[config.mk]
export PLATFORM = sky130hd
export DESIGN_NAME = vga_timing_gen
export DESIGN_NICKNAME = d
export VERILOG_FILES = /design/src/rtl/vga_timing_gen.sv
export SDC_FILE = /design/constraint.sdc
export NUM_CORES = 1
export LEC_CHECK = 0
export CORE_ASPECT_RATIO = 0.5
export CORE_MARGIN = 2
export CORE_UTILIZATION = 48
export CTS_BUF_LIST = sky130_fd_sc_hd__clkbuf_16
export DETAILED_ROUTE_END_ITERATION = 16
export HOLD_SLACK_MARGIN = 0.06
export PLACE_DENSITY = 0.78
export SLEW_MARGIN = 25
export SYNTH_ARGS = -nofsm -noshare
export SYNTH_HDL_FRONTEND = slang
export SYNTH_SLANG_ARGS = --single-unit
[constraint.sdc]
create_clock -name clk -period 8.62 [get_ports clk]
set_input_delay 0.862 -clock clk [delete_from_list [all_inputs] [get_ports clk]]
set_output_delay 0.862 -clock clk [all_outputs]
set_load 0.01 [all_outputs]
[src/rtl/vga_timing_gen.sv]
// Programmable VGA timing generator with test-pattern source and a first-word-fall-through pixel stream input.
// Pipeline: counters (t) -> stage 1 terms + data_req_o (t+1) -> aligned sync/de/RGB outputs (t+2).
module vga_timing_gen #(
  parameter int HW        = 12,
  parameter int VW        = 11,
  parameter int CW        = 4,
  parameter bit HS_POL    = 1'b0,
  parameter bit VS_POL    = 1'b0,
  parameter int BAR_SHIFT = 6,
  parameter int CHK_SHIFT = 5
) (
  input  logic            clk,
  input  logic            resetn,
  input  logic            en_i,
  input  logic [HW-1:0]   h_total_i,
  input  logic [HW-1:0]   h_sync_end_i,
  input  logic [HW-1:0]   h_act_start_i,
  input  logic [HW-1:0]   h_act_end_i,
  input  logic [VW-1:0]   v_total_i,
  input  logic [VW-1:0]   v_sync_end_i,
  input  logic [VW-1:0]   v_act_start_i,
  input  logic [VW-1:0]   v_act_end_i,
  input  logic [1:0]      mode_i,
  input  logic [3*CW-1:0] solid_i,
  input  logic [3*CW-1:0] data_i,
  input  logic            data_valid_i,
  output logic            data_req_o,
  output logic [CW-1:0]   red_o,
  output logic [CW-1:0]   green_o,
  output logic [CW-1:0]   blue_o,
  output logic            hsync_o,
  output logic            vsync_o,
  output logic            de_o,
  output logic            frame_start_o,
  output logic            line_start_o,
  output logic            underflow_o,
  input  logic            clr_i
);

  typedef struct packed {
    logic [HW-1:0] h_total, h_sync_end, h_act_start, h_act_end;
    logic [VW-1:0] v_total, v_sync_end, v_act_start, v_act_end;
    logic [1:0]    mode;
  } timing_t;

  typedef struct packed {
    logic       hs, vs, act, fs, ls;
    logic [1:0] mode;
    logic [2:0] bar;
    logic       chk;
  } stage_t;

  localparam logic [HW-1:0] H_ONE = {{(HW-1){1'b0}}, 1'b1};
  localparam logic [VW-1:0] V_ONE = {{(VW-1){1'b0}}, 1'b1};

  timing_t        cfg, sh;
  stage_t         s0, s1;
  logic [HW-1:0]  hcnt, x;
  logic [VW-1:0]  vcnt, y;
  logic           run, h_last, v_last;
  logic [3*CW-1:0] pix, rgb_q;

  assign run    = resetn & en_i;
  assign h_last = (hcnt == sh.h_total - H_ONE);
  assign v_last = (vcnt == sh.v_total - V_ONE);

  always_comb begin
    cfg.h_total     = h_total_i;
    cfg.h_sync_end  = h_sync_end_i;
    cfg.h_act_start = h_act_start_i;
    cfg.h_act_end   = h_act_end_i;
    cfg.v_total     = v_total_i;
    cfg.v_sync_end  = v_sync_end_i;
    cfg.v_act_start = v_act_start_i;
    cfg.v_act_end   = v_act_end_i;
    cfg.mode        = mode_i;
  end

  // An empty window (start >= end) falls out of the range test naturally.
  always_comb begin
    x       = hcnt - sh.h_act_start;
    y       = vcnt - sh.v_act_start;
    s0.hs   = hcnt < sh.h_sync_end;
    s0.vs   = vcnt < sh.v_sync_end;
    s0.act  = (hcnt >= sh.h_act_start) && (hcnt < sh.h_act_end) &&
              (vcnt >= sh.v_act_start) && (vcnt < sh.v_act_end);
    s0.fs   = (hcnt == '0) && (vcnt == '0);
    s0.ls   = (hcnt == '0);
    s0.mode = sh.mode;
    s0.bar  = 3'(x >> BAR_SHIFT);
    s0.chk  = 1'(x >> CHK_SHIFT) ^ 1'(y >> CHK_SHIFT);
  end

  always_ff @(posedge clk) begin
    if (!run) begin
      hcnt <= '0;
      vcnt <= '0;
      sh   <= cfg;
      s1   <= '0;
    end else begin
      if (h_last) begin
        hcnt <= '0;
        vcnt <= v_last ? '0 : vcnt + V_ONE;
      end else begin
        hcnt <= hcnt + H_ONE;
      end
      if (h_last && v_last) sh <= cfg;
      s1 <= s0;
    end
  end

  assign data_req_o = s1.act && (s1.mode == 2'd0);

  always_comb begin
    pix = '0;
    if (s1.act) begin
      case (s1.mode)
        2'd0: pix = data_valid_i ? data_i : solid_i;
        2'd1: pix = {{CW{s1.bar[2]}}, {CW{s1.bar[1]}}, {CW{s1.bar[0]}}};
        2'd2: pix = solid_i;
        default: pix = {(3*CW){s1.chk}};
      endcase
    end
  end

  always_ff @(posedge clk) begin
    if (!run) begin
      hsync_o       <= ~HS_POL;
      vsync_o       <= ~VS_POL;
      de_o          <= 1'b0;
      frame_start_o <= 1'b0;
      line_start_o  <= 1'b0;
      rgb_q         <= '0;
      underflow_o   <= 1'b0;
    end else begin
      hsync_o       <= s1.hs ? HS_POL : ~HS_POL;
      vsync_o       <= s1.vs ? VS_POL : ~VS_POL;
      de_o          <= s1.act;
      frame_start_o <= s1.fs;
      line_start_o  <= s1.ls;
      rgb_q         <= pix;
      // A fresh underflow beats a simultaneous clear.
      underflow_o   <= (data_req_o && !data_valid_i) || (underflow_o && !clr_i);
    end
  end

  assign {blue_o, green_o, red_o} = rgb_q;

endmodule

Word level (Yosys, flattened, before mapping)
Cells that the tools add are included.

word-level totals
  logic and storage cells = 69
  register bits = 146

operators by class
  multiplexer cells = 7
  reduce and logical (&&, ||, !) cells = 16
  bitwise gates (word level) = 3
  eq/ne operators = 5
  $add $sub $neg = 6
  $lt $le $gt $ge = 6

operator list
  cell                     count
  $mux W94                 2
  $pmux W12 S3             1
  $lt A12 B12 Y1           2
  $lt A11 B11 Y1           2
  $add A12 B1 Y12 const B  1
  $eq A12 B12 Y1           1
  $ge A12 B12 Y1           1
  $logic_not A12 Y1        1
  $mux W12                 1
  $sub A12 B1 Y12 const B  1
  $add A11 B1 Y11 const B  1
  $eq A11 B11 Y1           1
  $ge A11 B11 Y1           1
  $logic_not A11 Y1        1
  $mux W11                 1
  $sub A11 B1 Y11 const B  1
  $sub A9 B9 Y9            1
  $logic_and A1 B1 Y1      8
  $sub A6 B6 Y6            1
  $eq A2 B1 Y1 const B     1
  $eq A2 B2 Y1 const B     1
  $logic_not A1 Y1         2
  $logic_not A2 Y1         1
  $mux W1                  2
  7 further kinds          7

Depth between registers and ports, before layout
  depth after elaboration = 5
  mapped depth = 10
  mapped depth without buffers = 9

Worst setup path after synthesis
No wires, ideal clock.

  kind = reg2reg
  start = register sh[38] (netlist name)
  end = register sh (netlist bit s0[4]), enable pin
  buffers on the path = 2
  stages on the path, launching flop included = 8
  clock period less this slack = 9.319 ns
  slack = -0.699 ns
  data arrival time = 8.643 ns
  path through = edfxtp_1 -> or4_1 -> clkbuf_1 -> o311a_1 -> o31ai_1 -> nand4b_1 -> clkbuf_1 -> o21ai_0

between the ends
  cells in the longest elaborated chain, start to end = 4

RTL lines
  element                   RTL line  source
  start: declaration        56        timing_t cfg, sh;
  start signal: assignment  98        sh <= cfg;
  start signal: assignment  107       if (h_last && v_last) sh <= cfg;
  $sub A11 B1 Y11           65        assign v_last = (vcnt == sh.v_total - V_ONE);
  $eq A11 B11 Y1            65
  $logic_and A1 B1 Y1       107
  $ne A2 B1 Y1 (no line)    -

Every way passes these cells.
A chain may end at the register's enable or synchronous reset.

Worst setup path in the final report
  start = register sh[38] (netlist name)
  end = register sh[41] (netlist name), enable pin

Same word-level chain as after synthesis.

==> results.toml <==
[clock_network]
postCtsHoldBufs = 0
clk_transition_reported_paths_ns = 0.06
cts_resized = 0
cts.sinks = 146
clockBufferDepth = 2
tritoncts = "done"
clock_latency_ns = 0.42
cts_buffers = 17
htreeDepth = 4
post_cts_buffers = 0
cts_root_buf = "clkbuf_16"

[synth]
ys_warn_count = 0
ys_async_sr_fraction_pct = 0
ys_seq_elements = 146
yosysSeqAreaShare_pct = 51.1
postSynthCellCount = 683
synthFlopType = "edfxtp_1"
syn_nets = 877
yosysUniqueCellTypes = 61
synth_edf_count = 94
syn_avg_cell_area_sq_um = 11.1
syn_area_sq_mm = 0.00756
yosys.area.top_type = "edfxtp_1"
synth_top_cells_by_area = "edfxtp_1 37%, dfxtp_1 14%, ha_1 12%"
synth.top_cell.area_share_pct = 37.3

[final_layout]
fin_nets = 1018
final_common_cell = "clkdlybuf4s50_1"
stdcell_count = 1041
fin_util_pct = 63.4
multi_input_area_sq_mm = 0.00332
ff_latch_area_sq_mm = 0.00386
syn2layout_area_growth_pct = 29.2
antennaDiodeCount = 0
final_layout_size_suffix_gt1_share_pct = 5.50
most-common-layout-cells = "141 x clkdlybuf4s50_1, 94 x edfxtp_1, 85 x inv_1"
nFillCells = 1170

[detailed_routing]
drtIter0Drc = 286
vias = 5538
routed_wl_mm = 16.9
drt_first_pass_iters = 4
drc = 0
vias_per_cell = 5.32
wire_per_inst_microns = 16.2
ant_nets = 0

[critical_path]
rr_endpoint = "sh[41]"
crit_fanout = 50
crit_path_start_kind = "flip-flop"
endpoint_kind = "flip-flop"
crit_chain = "or4_1, o21ai_0, a21oi_1, o31ai_1, nand4b_1, o21ai_4, buf_4"
critical_path.max_stage_delay_ns = 0.67
reg2reg_slack_ns = 5.06
cpMaxStageDelayCell = "or4_1"
reg2reg_depth = 7
cp.arrival_ns = 3.60
path_class = "flip-flop to flip-flop"
required_ns = 8.66
r2r_start = "sh[38]"

[timing]
clock_skew_ns = 0.0117
finalCriticalPeriod_ns = 3.56
setup_tns_ns = 0
hold_ws_ns = 0.370
hold_violations = 0
slew_headroom_pct = 42.4
finalSetupViolations = 0
final.period_utilization_pct = 41.3
tightest_slew_ns = 0.862
slew_viol_final = 0
rsz0062_at_grt = "no"
max_freq_mhz = 281

[floorplanning]
die_area_sq_mm = 0.0168
num_rows = 32
core_sq_mm = 0.0154
io_pins = 142
die_h_microns = 92.7
die_width_microns = 181
initial_core_util_pct = 49.1

[placed_design]
placedCellCount = 1009
hpwl_mm = 12.6
port_buffers = 141
gp_congestion = 0.872

[min_path]
hold_path.class = "flip-flop to flip-flop"
holdPathEnd = "vsync_o"
worstHoldStart = "s1[9]"
hold_path_depth = 1

[flow_run]
max_cap_viol_count = 0

[pwr]
power.density_mw_per_mm2 = 175
power_w = 0.00171
peakVddDrop_v = 0.000137
leakage_nw = 4.23

[global_route]
grt_usage_pct = 20.8
grt_pass1_wl_mm = 27.3
grt_max_degree = 51
grt_overflow = 0
first_global_vias = 5515
antenna_found_initial = 0

[run_status]
outcome = "completed"
[through the flow]
step | worst slack, ns | area, sq um
final | 5.06 | 9770
after global routing | 4.81 | 9770
after CTS | 5.10 | 9770
after global placement | 5.16 | 9160
after floorplan | 1.85 | 7560
after detailed placement | 5.11 | 9170
[how the worst max path moves through the flow]
| stage | endpoint | slack [ns] | from |
|---|---|---|---|
| final | sh[41] | 5.06 | sh[38] |
| after global routing | sh[33] | 4.81 | sh[38] |
| after CTS | sh[78] | 5.10 | sh[38] |
| after detailed placement | sh[78] | 5.11 | sh[38] |
| after global placement | sh[73] | 5.16 | sh[38] |
| after floorplan | s0[4] | 1.85 | sh[38] |
[logic make-up after synthesis]
kind of cell	after synthesis	synth area share (%)
simple gates	191	14.2
mux	12	1.59
buf+inv	101	5.18
flops	146	51.1
xor+xnor	37	4.47
fa+ha+maj	71	11.7
compound gates	125	11.7
[sequential cells by signal (all words and copies together) (netlist names)]
| name | cells |
|---|---|
| hsync_o | 1 |
| de_o | 1 |
| vcnt | 11 |
| rgb_q | 12 |
| sh | 92 |
| line_start_o | 1 |
| s1 | 11 |
| frame_start_o | 1 |
| underflow_o | 1 |
| vsync_o | 1 |
| hcnt | 12 |
| s0 | 2 |
[layer usage]
metal  track usage, %  vias up  part of all wire (%)
met5                0        -                     0
met3             3.81       32                   3.7
met4             7.18        0                   2.0
li1                 -     2755                     -
met2             36.7      136                    50
met1             25.8     2615                    44
[worst max-delay path, delay by kind of cell (launching register included)]
kind / cells / cell delay, ns
AO/OA/AOI/OAI: 4 / 0.94
buffers and inverters: 1 / 0.54
flip-flops: 1 / 0.46
AND/OR/NAND/NOR: 2 / 1.21
[layout make-up]
| class | instances | share of cell area (%) |
|---|---|---|
| flip-flops and latches | 146 | 39.5 |
| multi-input cells | 436 | 34.0 |
| repair buffers | 143 | 14.6 |
| clock buffers | 17 | 4.35 |
| inverters | 80 | 3.07 |
| well taps | 204 | 2.61 |
| clock inverters | 15 | 1.84 |
[report_power, final]
group          leakage [nW]  switching, W  internal (W)
registers              1.38     0.0000172      0.000783
logic                  2.54     0.0000638     0.0000875
clock network         0.307      0.000279      0.000478
total                  4.23      0.000360       0.00135
[Yosys cell counts (all sizes together), types with 4 or more instances]
cell type   n
nand2      27
buf         4
dfxtp      52
nand3      14
edfxtp     94
nor2b      11
a21oi      16
o41ai       7
nand3b      4
nand4b      4
nor3        9
xnor2      21
o21a        6
and2       18
a211oi      5
nor4        6
ha         71
a2bb2oi     9
a21o       14
o31ai       4
o21ai      32
or4         6
a21boi      4
xor2       15
nand4       9
inv        80
and3       18
clkbuf     17
a31oi       8
nor2       42
o311ai      4
mux2i      12
nand2b     10
or3         4
(Power assumes the default switching activity.)
